===== src/rtl/failure_tally.sv =====
// failure_tally: counts failing RAM checks whose compare-tree result arrives TREE_LATENCY cycles late.
module failure_tally #(
  parameter int ADDR_WIDTH   = 10,
  parameter int COUNT_WIDTH  = 16,
  parameter int TREE_LATENCY = 3
) (
  input  logic                   clk,
  input  logic                   reset,
  input  logic                   start,
  input  logic                   check_valid,
  input  logic [ADDR_WIDTH-1:0]  check_addr,
  input  logic                   check_last,
  input  logic                   error,
  output logic                   busy,
  output logic                   done,
  output logic [COUNT_WIDTH-1:0] fail_count,
  output logic                   any_fail,
  output logic [ADDR_WIDTH-1:0]  first_fail_addr
);
  typedef enum logic [1:0] {IDLE, COUNT, DRAIN, DONE} state_t;
  localparam int AL = TREE_LATENCY * ADDR_WIDTH;
  state_t state_q, state_d;
  logic [TREE_LATENCY-1:0] vld_q, vld_d, lst_q, lst_d;
  logic [AL-1:0] adr_q, adr_d;
  logic busy_q, busy_d, done_q, done_d, any_q, any_d;
  logic [COUNT_WIDTH-1:0] cnt_q, cnt_d;
  logic [ADDR_WIDTH-1:0] ffa_q, ffa_d;
  logic accept, clear, fail, last_ev;
  always_comb begin
    accept  = check_valid && state_q == COUNT;
    clear   = start && (state_q == IDLE || state_q == DONE);
    fail    = vld_q[TREE_LATENCY-1] && error;
    last_ev = vld_q[TREE_LATENCY-1] && lst_q[TREE_LATENCY-1];
    // the delay line shifts toward the MSB; the MSB entry is the one being evaluated
    vld_d   = TREE_LATENCY'({vld_q, accept});
    lst_d   = TREE_LATENCY'({lst_q, accept && check_last});
    adr_d   = AL'({adr_q, check_addr});
    state_d = clear                                      ? COUNT
            : (state_q == COUNT && accept && check_last) ? DRAIN
            : (state_q == DRAIN && last_ev)              ? DONE
            : state_q;
    busy_d  = state_d == COUNT || state_d == DRAIN;
    done_d  = state_d == DONE;
    cnt_d   = clear ? '0 : (fail && cnt_q != '1) ? cnt_q + COUNT_WIDTH'(1) : cnt_q;
    any_d   = !clear && (any_q || fail);
    ffa_d   = clear ? '0 : (fail && !any_q) ? adr_q[AL-1 -: ADDR_WIDTH] : ffa_q;
  end
  always_ff @(posedge clk) begin
    if (reset) begin
      state_q <= IDLE;
      vld_q   <= '0;
      lst_q   <= '0;
      adr_q   <= '0;
      busy_q  <= 1'b0;
      done_q  <= 1'b0;
      any_q   <= 1'b0;
      cnt_q   <= '0;
      ffa_q   <= '0;
    end else begin
      state_q <= state_d;
      vld_q   <= vld_d;
      lst_q   <= lst_d;
      adr_q   <= adr_d;
      busy_q  <= busy_d;
      done_q  <= done_d;
      any_q   <= any_d;
      cnt_q   <= cnt_d;
      ffa_q   <= ffa_d;
    end
  end
  assign busy            = busy_q;
  assign done            = done_q;
  assign fail_count      = cnt_q;
  assign any_fail        = any_q;
  assign first_fail_addr = ffa_q;
endmodule


===== config.mk =====
export PLATFORM = sky130hd
export DESIGN_NAME = failure_tally
export DESIGN_NICKNAME = d
export VERILOG_FILES = /design/src/rtl/failure_tally.sv
export SDC_FILE = /design/constraint.sdc
export NUM_CORES = 1
export LEC_CHECK = 0
export BUFFER_PORTS_ARGS = -buffer_cell sky130_fd_sc_hd__buf_4
export CORE_MARGIN = 2
export CORE_UTILIZATION = 45
export DETAILED_ROUTE_END_ITERATION = 12
export GPL_TIMING_DRIVEN = 0
export HOLD_SLACK_MARGIN = 0.12
export MAX_ROUTING_LAYER = met4
export PLACE_DENSITY = 0.67
export SLEW_MARGIN = 30
export SYNTH_ARGS = -nofsm -noshare
export SYNTH_HDL_FRONTEND = slang
export SYNTH_SLANG_ARGS = --single-unit

===== constraint.sdc =====
create_clock -name clk -period 2.7 [get_ports clk]
set_clock_uncertainty 0.2 [all_clocks]
set_input_delay 0.54 -clock clk [delete_from_list [all_inputs] [get_ports clk]]
set_output_delay 0.54 -clock clk [all_outputs]
set_load 0.005 [all_outputs]

==> metrics.txt, run 1 <==
Pwr Density=648 nW/um2; Period Utilization, post-route=78.3%; CTS tree=done; antenna cells=0; Synth Net Count=261; Final setup violation count=0; status=finished, final reports clean; cell taking the most area after synthesis=dfxtp_1; Final ANT Viol Nets=0; initial core utilization=46.6%; post-synthesis adder-cell area fraction=2.12%; Final Power=1.94 mW; CTS Sinks=67; port bufs=44; worst hold slack=216 ps; critical-path cell list=inv_1 > ha_1 > nand2_1 > nand2b_1 > clkbuf_1 > buf_1 > nor2_1; Place WS=556 ps; Worst VDD drop=411 uV; min-delay worst type=primary input to flip-flop; reg-to-reg slack, setup=590 ps; Netlist Area Pre-Place=2360 um2; initial antenna violation count=0; post-synthesis compound-gate area fraction=9.69%; H-tree levels=3; cell family with most CP delay=buffers and inverters; post-route insts no fill=371; max-slew violations=0; GR peak layer=met2; full die area=5850 um2; final core occ=59.0%; top-area cell type share of the netlist area=56.7%; MaxCap Viol Count=0; CP max stage cell=buf_1; core area=5070 um2; share of post-route cells with drive strength above 1=22.3%; cts bufs inserted=9; largest family of logic cells by synthesized area=simple AND/OR/NAND/NOR gates; final worst slack=587 ps; CP max FO=10; Data required, critical path=2700 ps; Final Hold Viols=0; nets=316; Rows=26; post-CTS setup buffers=0; Pre-antenna DRT Iters=4; maximum clock rate=473 MHz; met2 Use GR=26.0%; crit-path max cell delay=470 ps; vias=1,792; hold buffer count at cts=0; Area after DPL=2780 um2; Placer Congestion=0.885; largest net degree at the start of global routing=13; CP Class=flip-flop to flip-flop; I/O pin total=45; placed cells=355; area share of and/or/nand/nor cells after synthesis=27.6%; synth unique cells=34; Slew @ Worst Pin=638 ps; met3 Use GR=7.70%; CTS clk-pin slew, worst paths=70 ps; GRT met1 Usage=16.6%; final period demand of the worst path=2110 ps; ranking of synthesized cells by area=dfxtp_1 57%, nor2b_1 9.5%, a21oi_1 5.1%, nand2_1 5.1%, ha_1 2.1%; Mapped Cells=241; multiplexer share of the synthesized area=0.847%; drc violations=0; clock root buffer master=clkbuf_8; die height=76.5 um; Total Routing Usage GR=16.0%; P&R area growth vs syn=26.7%; average size of a mapped cell=9.81 um2; buffers from clock root to sink, at most=2; element type at the critical path end=flip-flop; 1st-iter DRT viols=49; Ys Warns=0; Die W=76.5 um; Slew HR=57.3%; sequential-to-total area share from yosys stat=56.7%; cell area after layout=2990 um2; HPWL after detailed placement=3.07 mm; Arrival @ worst endpoint=2110 ps; vias per std cell=4.83; CTS resizes=0; Overflow after GRT=0; post-DR wirelength/cell=11.4 um; Clock Latency Late Sink=330 ps; Post-Synth XOR/XNOR Area=0.741%; vias in the first global route=1,556; Buf/Inv on CP=3; LEAKAGE=1.19 nW; detailed-route wire length=4.22 mm; RSZ-0062 raised after global routing=no; #FFs+latches synth=67; Worst Setup Start Kind=flip-flop; first-pass GRT wire length=7.12 mm; setup tns final=0 ps
## area by class of cell
| class | count | area (um2) |
|---|---|---|
| fillers | 478 | 2080 |
| flip-flops and latches | 67 | 1340 |
| multi-input cells | 161 | 968 |
| repair buffers | 44 | 330 |
| clock buffers | 11 | 151 |
| well taps | 70 | 87.6 |
| clock inverters | 5 | 61.3 |
| plain buffers | 10 | 42.5 |
| inverters | 3 | 11.3 |
## synth_stat cells
master / number
a311oi_1: 1
dfxtp_1: 67
mux2i_1: 2
nand4_4: 1
nand2_1: 32
nand3_1: 2
nor4_2: 1
nor3b_1: 1
a21oi_1: 24
and2_1: 2
nor3_1: 2
inv_1: 3
nand4_1: 4
nand2b_1: 3
xor2_1: 2
and3_1: 4
clkbuf_1: 6
nor2b_1: 36
buf_4: 1
o21ai_0: 6
nor4_1: 1
o2111ai_1: 1
o31ai_1: 6
buf_2: 1
o41ai_2: 1
or3_1: 5
buf_1: 2
and4_1: 2
or4_1: 6
and3_4: 1
and2_0: 1
ha_1: 4
nand4_2: 1
nor2_1: 9
## cell usage in the layout (no fill, tap or decap), drive strengths merged, types with 2 or more instances in the layout
cell,netlist,final
dfxtp,67,67
nor2,9,9
nand3,2,2
and3,5,5
o31ai,6,6
a21oi,24,24
mux2i,2,2
inv,3,3
or4,6,6
o21ai,6,6
and2,3,3
xor2,2,2
nand2b,3,3
buf,4,48
nand2,32,32
ha,4,4
clkinv,0,4
and4,2,2
nor2b,36,36
nor3,2,2
or3,5,5
clkbuf,6,17
nand4,6,6
nor4,2,2
## state kept, by name (all words and copies together), names as in the netlist
name             cells
fail_count          16
vld_q                3
busy                 1
done                 1
any_fail             1
state_q              2
lst_q                3
first_fail_addr     10
adr_q               30
## cells by family after synthesis
family          count (synthesis)
compound gates                 39
buf+inv                        13
xor+xnor                        2
mux                             2
flops                          67
simple gates                  114
fa+ha+maj                       4
## worst register-to-register path: stages, from the launching register on
cell      delay (ps)
dfxtp_1          340
inv_1             50
ha_1             320
nand2_1          100
nand2b_1          80
clkbuf_1         320
buf_1            470
nor2_1           110
## per-layer routing
layer | vias to the layer above | wire [um]
met5 | - | 0
met4 | 0 | 95
met3 | 11 | 296
met2 | 47 | 2070
met1 | 793 | 1750
li1 | 941 | -
## where the power goes
group | switching [mW] | internal, mW
Combinational | 0.0382 | 0.0372
Clock | 0.368 | 0.480
Sequential | 0.00504 | 1.01
Total | 0.411 | 1.53
## worst paths after layout
| kind | startpoint | to | cells past startpoint |
|---|---|---|---|
| max | state_q[0]$_SDFF_PP0_ | fail_count[8]$_SDFFE_PP0P_ | 7 |
| min | check_addr[7] | adr_q[7]$_SDFF_PP0_ | 2 |
| max reg2reg | state_q[0]$_SDFF_PP0_ | fail_count[8]$_SDFFE_PP0P_ | 7 |
| min reg2reg | adr_q[12]$_SDFF_PP0_ | adr_q[22]$_SDFF_PP0_ | 1 |
Note: power is estimated with default switching activity, not from simulation.
==> run 2: changes to the inputs <==
--- a/config.mk
+++ b/config.mk
@@ -12,7 +12,7 @@
 export GPL_TIMING_DRIVEN = 0
 export HOLD_SLACK_MARGIN = 0.12
 export MAX_ROUTING_LAYER = met4
-export PLACE_DENSITY = 0.67
+export PLACE_DENSITY = 0.7
 export SLEW_MARGIN = 30
 export SYNTH_ARGS = -nofsm -noshare
 export SYNTH_HDL_FRONTEND = slang
==> constraint.sdc (replaced) <==
create_clock -name clk -period 1.8 [get_ports clk]
set_clock_uncertainty 0.2 [all_clocks]
set_input_delay 0.36 -clock clk [delete_from_list [all_inputs] [get_ports clk]]
set_output_delay 0.36 -clock clk [all_outputs]
set_load 0.005 [all_outputs]
==> run 2 against run 1 <==
Critical path depth shrank 1. Die area is the same. Sequential share of layout area shrank 2.9 points. Core utilization grew 5.6 points. Clock power grew 37%. Sequential power grew 49%. Via count grew 5.4%. Largest power group unchanged. Design area grew 9.5%. Register-to-register slack lost 560 ps. First-iteration DRC count grew 31%. Flip-flop and latch count is the same.
==> metrics.txt, run 2 (same netlist as run 1, synthesis figures left out) <==
I/O pin total=45 (unchanged); cts bufs inserted=9 (unchanged); R2R cell count=6 (was 7); MaxCap Viol Count=0 (unchanged); initial antenna violation count=0 (unchanged); Final setup violation count=0 (unchanged); commonest non-fill, non-tap cells in the layout=52 x buf_4, 51 x dfxtp_1, 36 x nor2b_1 (was 67 x dfxtp_1, 45 x buf_4, 36 x nor2b_1); clock root buffer master=clkbuf_8 (unchanged); end of the critical path=busy$_SDFF_PP0_ (was fail_count[8]$_SDFFE_PP0P_); Area after DPL=2780 um2 (unchanged); Pre-antenna DRT Iters=4 (unchanged); max reg flops=30 (unchanged); status=finished, final reports clean (unchanged); detailed-route wire length=4.64 mm (was 4.22 mm); Final Hold Viols=0 (unchanged); CP max FO=3 (was 10); worst hold slack=133 ps (was 216 ps); RSZ-0062 raised after global routing=yes (was no); FF-to-FF End=fail_count[13]$_SDFFE_PP0P_ (was fail_count[8]$_SDFFE_PP0P_); port bufs=44 (unchanged); antenna cells=0 (unchanged); Hold Path Depth=4 (was 2); P&R area growth vs syn=38.7% (was 26.7%); drc violations=0 (unchanged); CP max stage cell=dlygate4sd3_1 (was buf_1); Worst VDD drop=629 uV (was 411 uV); first-pass GRT wire length=7.80 mm (was 7.12 mm); maximum clock rate=558 MHz; buffers from clock root to sink, at most=2 (unchanged); CP Class=primary input to flip-flop (was flip-flop to flip-flop); worst setup path start=check_valid (was state_q[0]$_SDFF_PP0_); CTS tree=done (unchanged); final period demand of the worst path=1790 ps; CTS clk-pin slew, worst paths=70 ps (about the same); Total Routing Usage GR=17.5% (was 16.0%); Data required, critical path=1800 ps (was 2700 ps); max-slew violations=0 (unchanged); element type at the critical path end=flip-flop (unchanged); reg-to-reg slack, setup=30 ps (was 590 ps); Placer Congestion=0.895 (was 0.885); Worst Setup Start Kind=primary input (was flip-flop); Arrival @ worst endpoint=1800 ps (was 2110 ps); vias=1,888 (was 1,792); Slew @ Worst Pin=632 ps (was 638 ps); commonest non-fill, non-tap cell in the layout=buf_4 (was dfxtp_1); vias in the first global route=1,761 (was 1,556); most flop-heavy register=adr_q (unchanged); initial core utilization=46.6% (unchanged); Clock Latency Late Sink=330 ps (about the same); CTS Sinks=67 (unchanged); Final ANT Viol Nets=0 (unchanged); Pwr Density=861 nW/um2 (was 648 nW/um2); vias per std cell=4.85 (was 4.83); LEAKAGE=1.29 nW (was 1.19 nW); 1st-iter DRT viols=64 (was 49); crit-path max cell delay=540 ps (was 470 ps); H-tree levels=3 (unchanged); min-delay worst type=primary input to flip-flop (unchanged); Overflow after GRT=0 (unchanged); Period Utilization, post-route=99.6%; Final Power=2.82 mW (was 1.94 mW); core area=5070 um2 (unchanged); reg2reg start=fail_count[5]$_SDFFE_PP0P_ (was state_q[0]$_SDFF_PP0_); Die W=76.5 um (unchanged); final worst slack=7.24 ps (was 587 ps); Place WS=-375 ps (was 556 ps); cell area after layout=3280 um2 (was 2990 um2); post-DR wirelength/cell=11.9 um (was 11.4 um); nets=335 (was 316); full die area=5850 um2 (unchanged); hold wc startpoint=reset (was check_addr[7]); largest net degree at the start of global routing=12 (was 13); Rows=26 (unchanged); critical-path cell list=dlygate4sd3_1 > buf_4 > a311oi_4 > a21oi_1 > ha_1 > nor2b_1 (was inv_1 > ha_1 > nand2_1 > nand2b_1 > clkbuf_1 > buf_1 > nor2_1); die height=76.5 um (unchanged); Slew HR=57.7% (was 57.3%); HPWL after detailed placement=3.00 mm (was 3.07 mm); share of post-route cells with drive strength above 1=31.3% (was 22.3%)
==> run 2: changes by cell type in the layout (fill, tap and decap cells not counted), moves of 2 or more <==
cell	previous run	this run
buf_1	2	0
buf_4	45	52
buf_6	0	2
clkbuf_8	11	9
clkinv_4	3	0
clkinvlp_4	0	2
dfxtp_1	67	51
dfxtp_2	0	11
dfxtp_4	0	5
dlygate4sd3_1	0	12
ha_1	4	2
o21ai_0	6	4
==> run 2: report_power, final <==
| part | internal (mW) | total [mW] | switching, mW |
|---|---|---|---|
| clock | 0.627 | 1.16 | 0.530 |
| combinational | 0.0800 | 0.148 | 0.0676 |
| sequential | 1.51 | 1.52 | 0.00798 |
==> run 2: final cells by class <==
class / count / area (um2)
Buffer: 9 / 51.3
Sequential cell: 67 / 1370
Clock buffer: 10 / 128
Timing Repair Buffer: 64 / 510
Fill cell: 421 / 1800
Clock inverter: 5 / 55.1
Inverter: 3 / 11.3
Tap cell: 70 / 87.6
Multi-Input combinational cell: 161 / 1060
==> run 2: how the worst min path moves through the flow <==
| stage | endpoint |
|---|---|
| floorplan | adr_q[10]$_SDFF_PP0_ |
| global placement | adr_q[19]$_SDFF_PP0_ |
| detailed placement | adr_q[23]$_SDFF_PP0_ |
| CTS | fail_count[11]$_SDFFE_PP0P_ |
| global route | fail_count[11]$_SDFFE_PP0P_ |
| finish | fail_count[11]$_SDFFE_PP0P_ |
==> run 2: worst max-delay path: cells and delay by family <==
family | cells | cell delay, ps
buffers and inverters | 2 | 690
and+or+nand+nor | 1 | 120
AOI/OAI and AO/OA | 2 | 330
adders and majority gates | 1 | 290
==> run 2: what timing repair did <==
action | 4_1_cts | 5_1_grt
buffers inserted | 4 | 4
resized for setup | 14 | 31
pin swaps | 4 | 7
endpoints found under the setup margin | 25 | 16
gates cloned | 0 | 1
hold buffers | 12 | 0
hold endpoints to repair | 12 | 0
==> run 2: per-layer routing <==
metal	wire length [um]	track usage [%]	up-vias
li1	-	-	976
met5	0	-	-
met1	1960	17.7	865
met3	220	6.40	7
met4	59	10.2	0
met2	2410	29.1	40
==> run 2: per-stage QoR <==
step	setup TNS [ps]	instances	utilization [%]
after global routing	-260	389	64.6
after global placement	-4910	355	54.8
after floorplan	0	241	-
after detailed placement	-6740	355	54.8
after CTS	-9.48	385	62.0
final	0	389	64.6
==> run 3: changes to the inputs <==
--- a/config.mk
+++ b/config.mk
@@ -12,7 +12,7 @@
 export GPL_TIMING_DRIVEN = 0
 export HOLD_SLACK_MARGIN = 0.12
 export MAX_ROUTING_LAYER = met4
-export PLACE_DENSITY = 0.7
+export PLACE_DENSITY_LB_ADDON = 0.1
 export SLEW_MARGIN = 30
 export SYNTH_ARGS = -nofsm -noshare
 export SYNTH_HDL_FRONTEND = slang
==> constraint.sdc (replaced) <==
create_clock -name clk -period 1.8 [get_ports clk]
set_clock_uncertainty 0.2 [all_clocks]
set_input_delay 0.36 -clock clk [delete_from_list [all_inputs] [get_ports clk]]
set_output_delay 0.36 -clock clk [all_outputs]
set_load 0.01 [all_outputs]
==> run 3 against run 2 <==
The flow now finishes with violations (negative setup slack). Worst setup slack got worse by 9.4 ps. Power up 2.2%. Final cell count is 0.51% higher. Clock-buffer cell count rose by 3. Routed wire length increased by 8.9%.
==> metrics.txt, run 3 (same netlist as run 1, synthesis figures left out) <==
crit-path max cell delay=550 ps (was 540 ps); CP Class=primary input to flip-flop (unchanged); final core occ=65.4% (was 64.6%); R2R cell count=7 (was 6); commonest non-fill, non-tap cells in the layout=53 x buf_4, 49 x dfxtp_1, 36 x nor2b_1 (was 52 x buf_4, 51 x dfxtp_1, 36 x nor2b_1); LEAKAGE=1.31 nW (was 1.29 nW); GRT met1 Usage=18.7% (was 17.7%); element type at the critical path end=flip-flop (unchanged); Slew @ Worst Pin=639 ps (was 632 ps); vias per std cell=4.84 (was 4.85); Placer Congestion=0.874 (was 0.895); met3 Use GR=4.98% (was 6.40%); Place WS=-318 ps (was -375 ps); commonest non-fill, non-tap cell in the layout=buf_4 (unchanged); detailed-route wire length=5.05 mm (was 4.64 mm); Total Routing Usage GR=18.0% (was 17.5%); port bufs=44 (unchanged); min-delay worst type=primary input to flip-flop (unchanged); max reg flops=30 (unchanged); most flop-heavy register=adr_q (unchanged); post-DR wirelength/cell=12.9 um (was 11.9 um); 1st-iter DRT viols=67 (was 64); cts bufs inserted=9 (unchanged); clock root buffer master=clkbuf_8 (unchanged); critical-path cell list=dlygate4sd3_1 > buf_4 > a311oi_2 > a21oi_1 > ha_1 > nor2b_1 (was dlygate4sd3_1 > buf_4 > a311oi_4 > a21oi_1 > ha_1 > nor2b_1); worst hold slack=129 ps (was 133 ps); CTS tree=done (unchanged); initial core utilization=46.6% (unchanged); drc violations=0 (unchanged); Die W=76.5 um (unchanged); H-tree levels=3 (unchanged); Worst Setup Start Kind=primary input (unchanged); Period Utilization, post-route=100% (was 99.6%); Final setup violation count=1 (was 0); final period demand of the worst path=1800 ps (was 1790 ps); Area after DPL=2780 um2 (unchanged); Data required, critical path=1810 ps (was 1800 ps); vias=1,894 (was 1,888); cell family with most CP delay=buffers and inverters (unchanged); maximum clock rate=555 MHz (was 558 MHz); P&R area growth vs syn=40.4% (was 38.7%); HPWL after detailed placement=3.06 mm (was 3.00 mm); Arrival @ worst endpoint=1810 ps (was 1800 ps); nets=337 (was 335); hold wc startpoint=reset (unchanged); RSZ-0062 raised after global routing=yes (unchanged); Worst VDD drop=503 uV (was 629 uV); final worst slack=-2.18 ps (was 7.24 ps); Pre-antenna DRT Iters=4 (unchanged); CP max FO=3 (unchanged); status=finished with violations (was finished, final reports clean); die height=76.5 um (unchanged); vias in the first global route=1,762 (was 1,761); Final Hold Viols=0 (unchanged); FF-to-FF End=busy$_SDFF_PP0_ (was fail_count[13]$_SDFFE_PP0P_); Overflow after GRT=0 (unchanged); MaxCap Viol Count=0 (unchanged); CP max stage cell=dlygate4sd3_1 (unchanged); Buf/Inv on CP=2 (unchanged); full die area=5850 um2 (unchanged); hold worst-path end=fail_count[11]$_SDFFE_PP0P_ (unchanged); initial antenna violation count=0 (unchanged); buffers from clock root to sink, at most=2 (unchanged); worst setup path start=check_valid (unchanged); reg-to-reg slack, setup=30 ps (about the same); CTS Sinks=67 (unchanged); reg2reg start=state_q[0]$_SDFF_PP0_ (was fail_count[5]$_SDFFE_PP0P_); max-slew violations=0 (unchanged); core area=5070 um2 (unchanged); antenna cells=0 (unchanged); I/O pin total=45 (unchanged); Slew HR=57.3% (was 57.7%); Rows=26 (unchanged); Clock Latency Late Sink=330 ps (about the same); GR peak layer=met2 (unchanged); Pwr Density=870 nW/um2 (was 861 nW/um2); first-pass GRT wire length=7.98 mm (was 7.80 mm); share of post-route cells with drive strength above 1=34.3% (was 31.3%); Final ANT Viol Nets=0 (unchanged); met2 Use GR=30.1% (was 29.1%); cell area after layout=3320 um2 (was 3280 um2); CTS clk-pin slew, worst paths=70 ps (about the same); Hold Path Depth=4 (unchanged); largest net degree at the start of global routing=11 (was 12); violated checks=negative setup slack
==> run 3: changes by cell type in the layout (fill, tap and decap cells not counted), moves of 2 or more <==
cell        change
dfxtp_2         +4
clkbuf_8        +2
and3_1          -2
dfxtp_1         -2
clkinvlp_4      -2
dfxtp_4         -2
==> run 3: routing by layer <==
metal | vias up | wire length, um
met4 | 0 | 179
met1 | 855 | 2030
met2 | 42 | 2640
met3 | 17 | 204
li1 | 980 | -
met5 | - | 0
==> run 3: where the power goes <==
| part | leakage, nW | internal [mW] | switching [mW] |
|---|---|---|---|
| sequential | 0.556 | 1.51 | 0.00807 |
| combinational | 0.660 | 0.0771 | 0.0670 |
| clock | 0.0995 | 0.707 | 0.514 |
| total | 1.31 | 2.30 | 0.589 |
==> run 3: how the worst max path moves through the flow <==
stage                                  end  slack, ps  depth (start not counted)
3_3_place_gp         state_q[1]$_SDFF_PP0_       -310                          7
3_5_place_dp    fail_count[0]$_SDFFE_PP0P_       -320                          7
5_1_grt                    busy$_SDFF_PP0_       -100                          7
6_report                   busy$_SDFF_PP0_         -2                          6
2_1_floorplan              busy$_SDFF_PP0_         30                          7
4_1_cts        fail_count[11]$_SDFFE_PP0P_          7                          6
==> run 3: layout make-up <==
cell class                      count  area, um2
Inverter                            3       11.3
Buffer                              9       51.3
Multi-Input combinational cell    162       1090
Fill cell                         435       1760
Sequential cell                    67       1370
Tap cell                           70       87.6
Timing Repair Buffer               65        518
Clock buffer                       13        159
Clock inverter                      2       35.0
==> run 3: worst register-to-register path, cell delays in order, from the launching register on <==
cell,delay (ps)
dfxtp_2,340
inv_2,30
ha_2,170
and3_4,150
a311oi_2,270
a21oi_1,80
ha_1,290
nor2b_1,120
==> run 3: per-stage QoR <==
stage               power (mW)  TNS (ps)  std cells
detailed placement        1.68     -5990        355
CTS                       2.92         0        385
floorplan                 1.62         0        241
global route              3.01      -104        391
finish                    2.89     -2.18        391
global placement          1.67     -5320        355
==> run 3: repair_timing <==
item,CTS,global route
setup endpoints to repair,24,25
pin swaps,4,8
buffers inserted,4,5
endpoints found under the hold margin,12,0
hold buffers,12,0
gates cloned,0,2
gates resized for setup,12,40
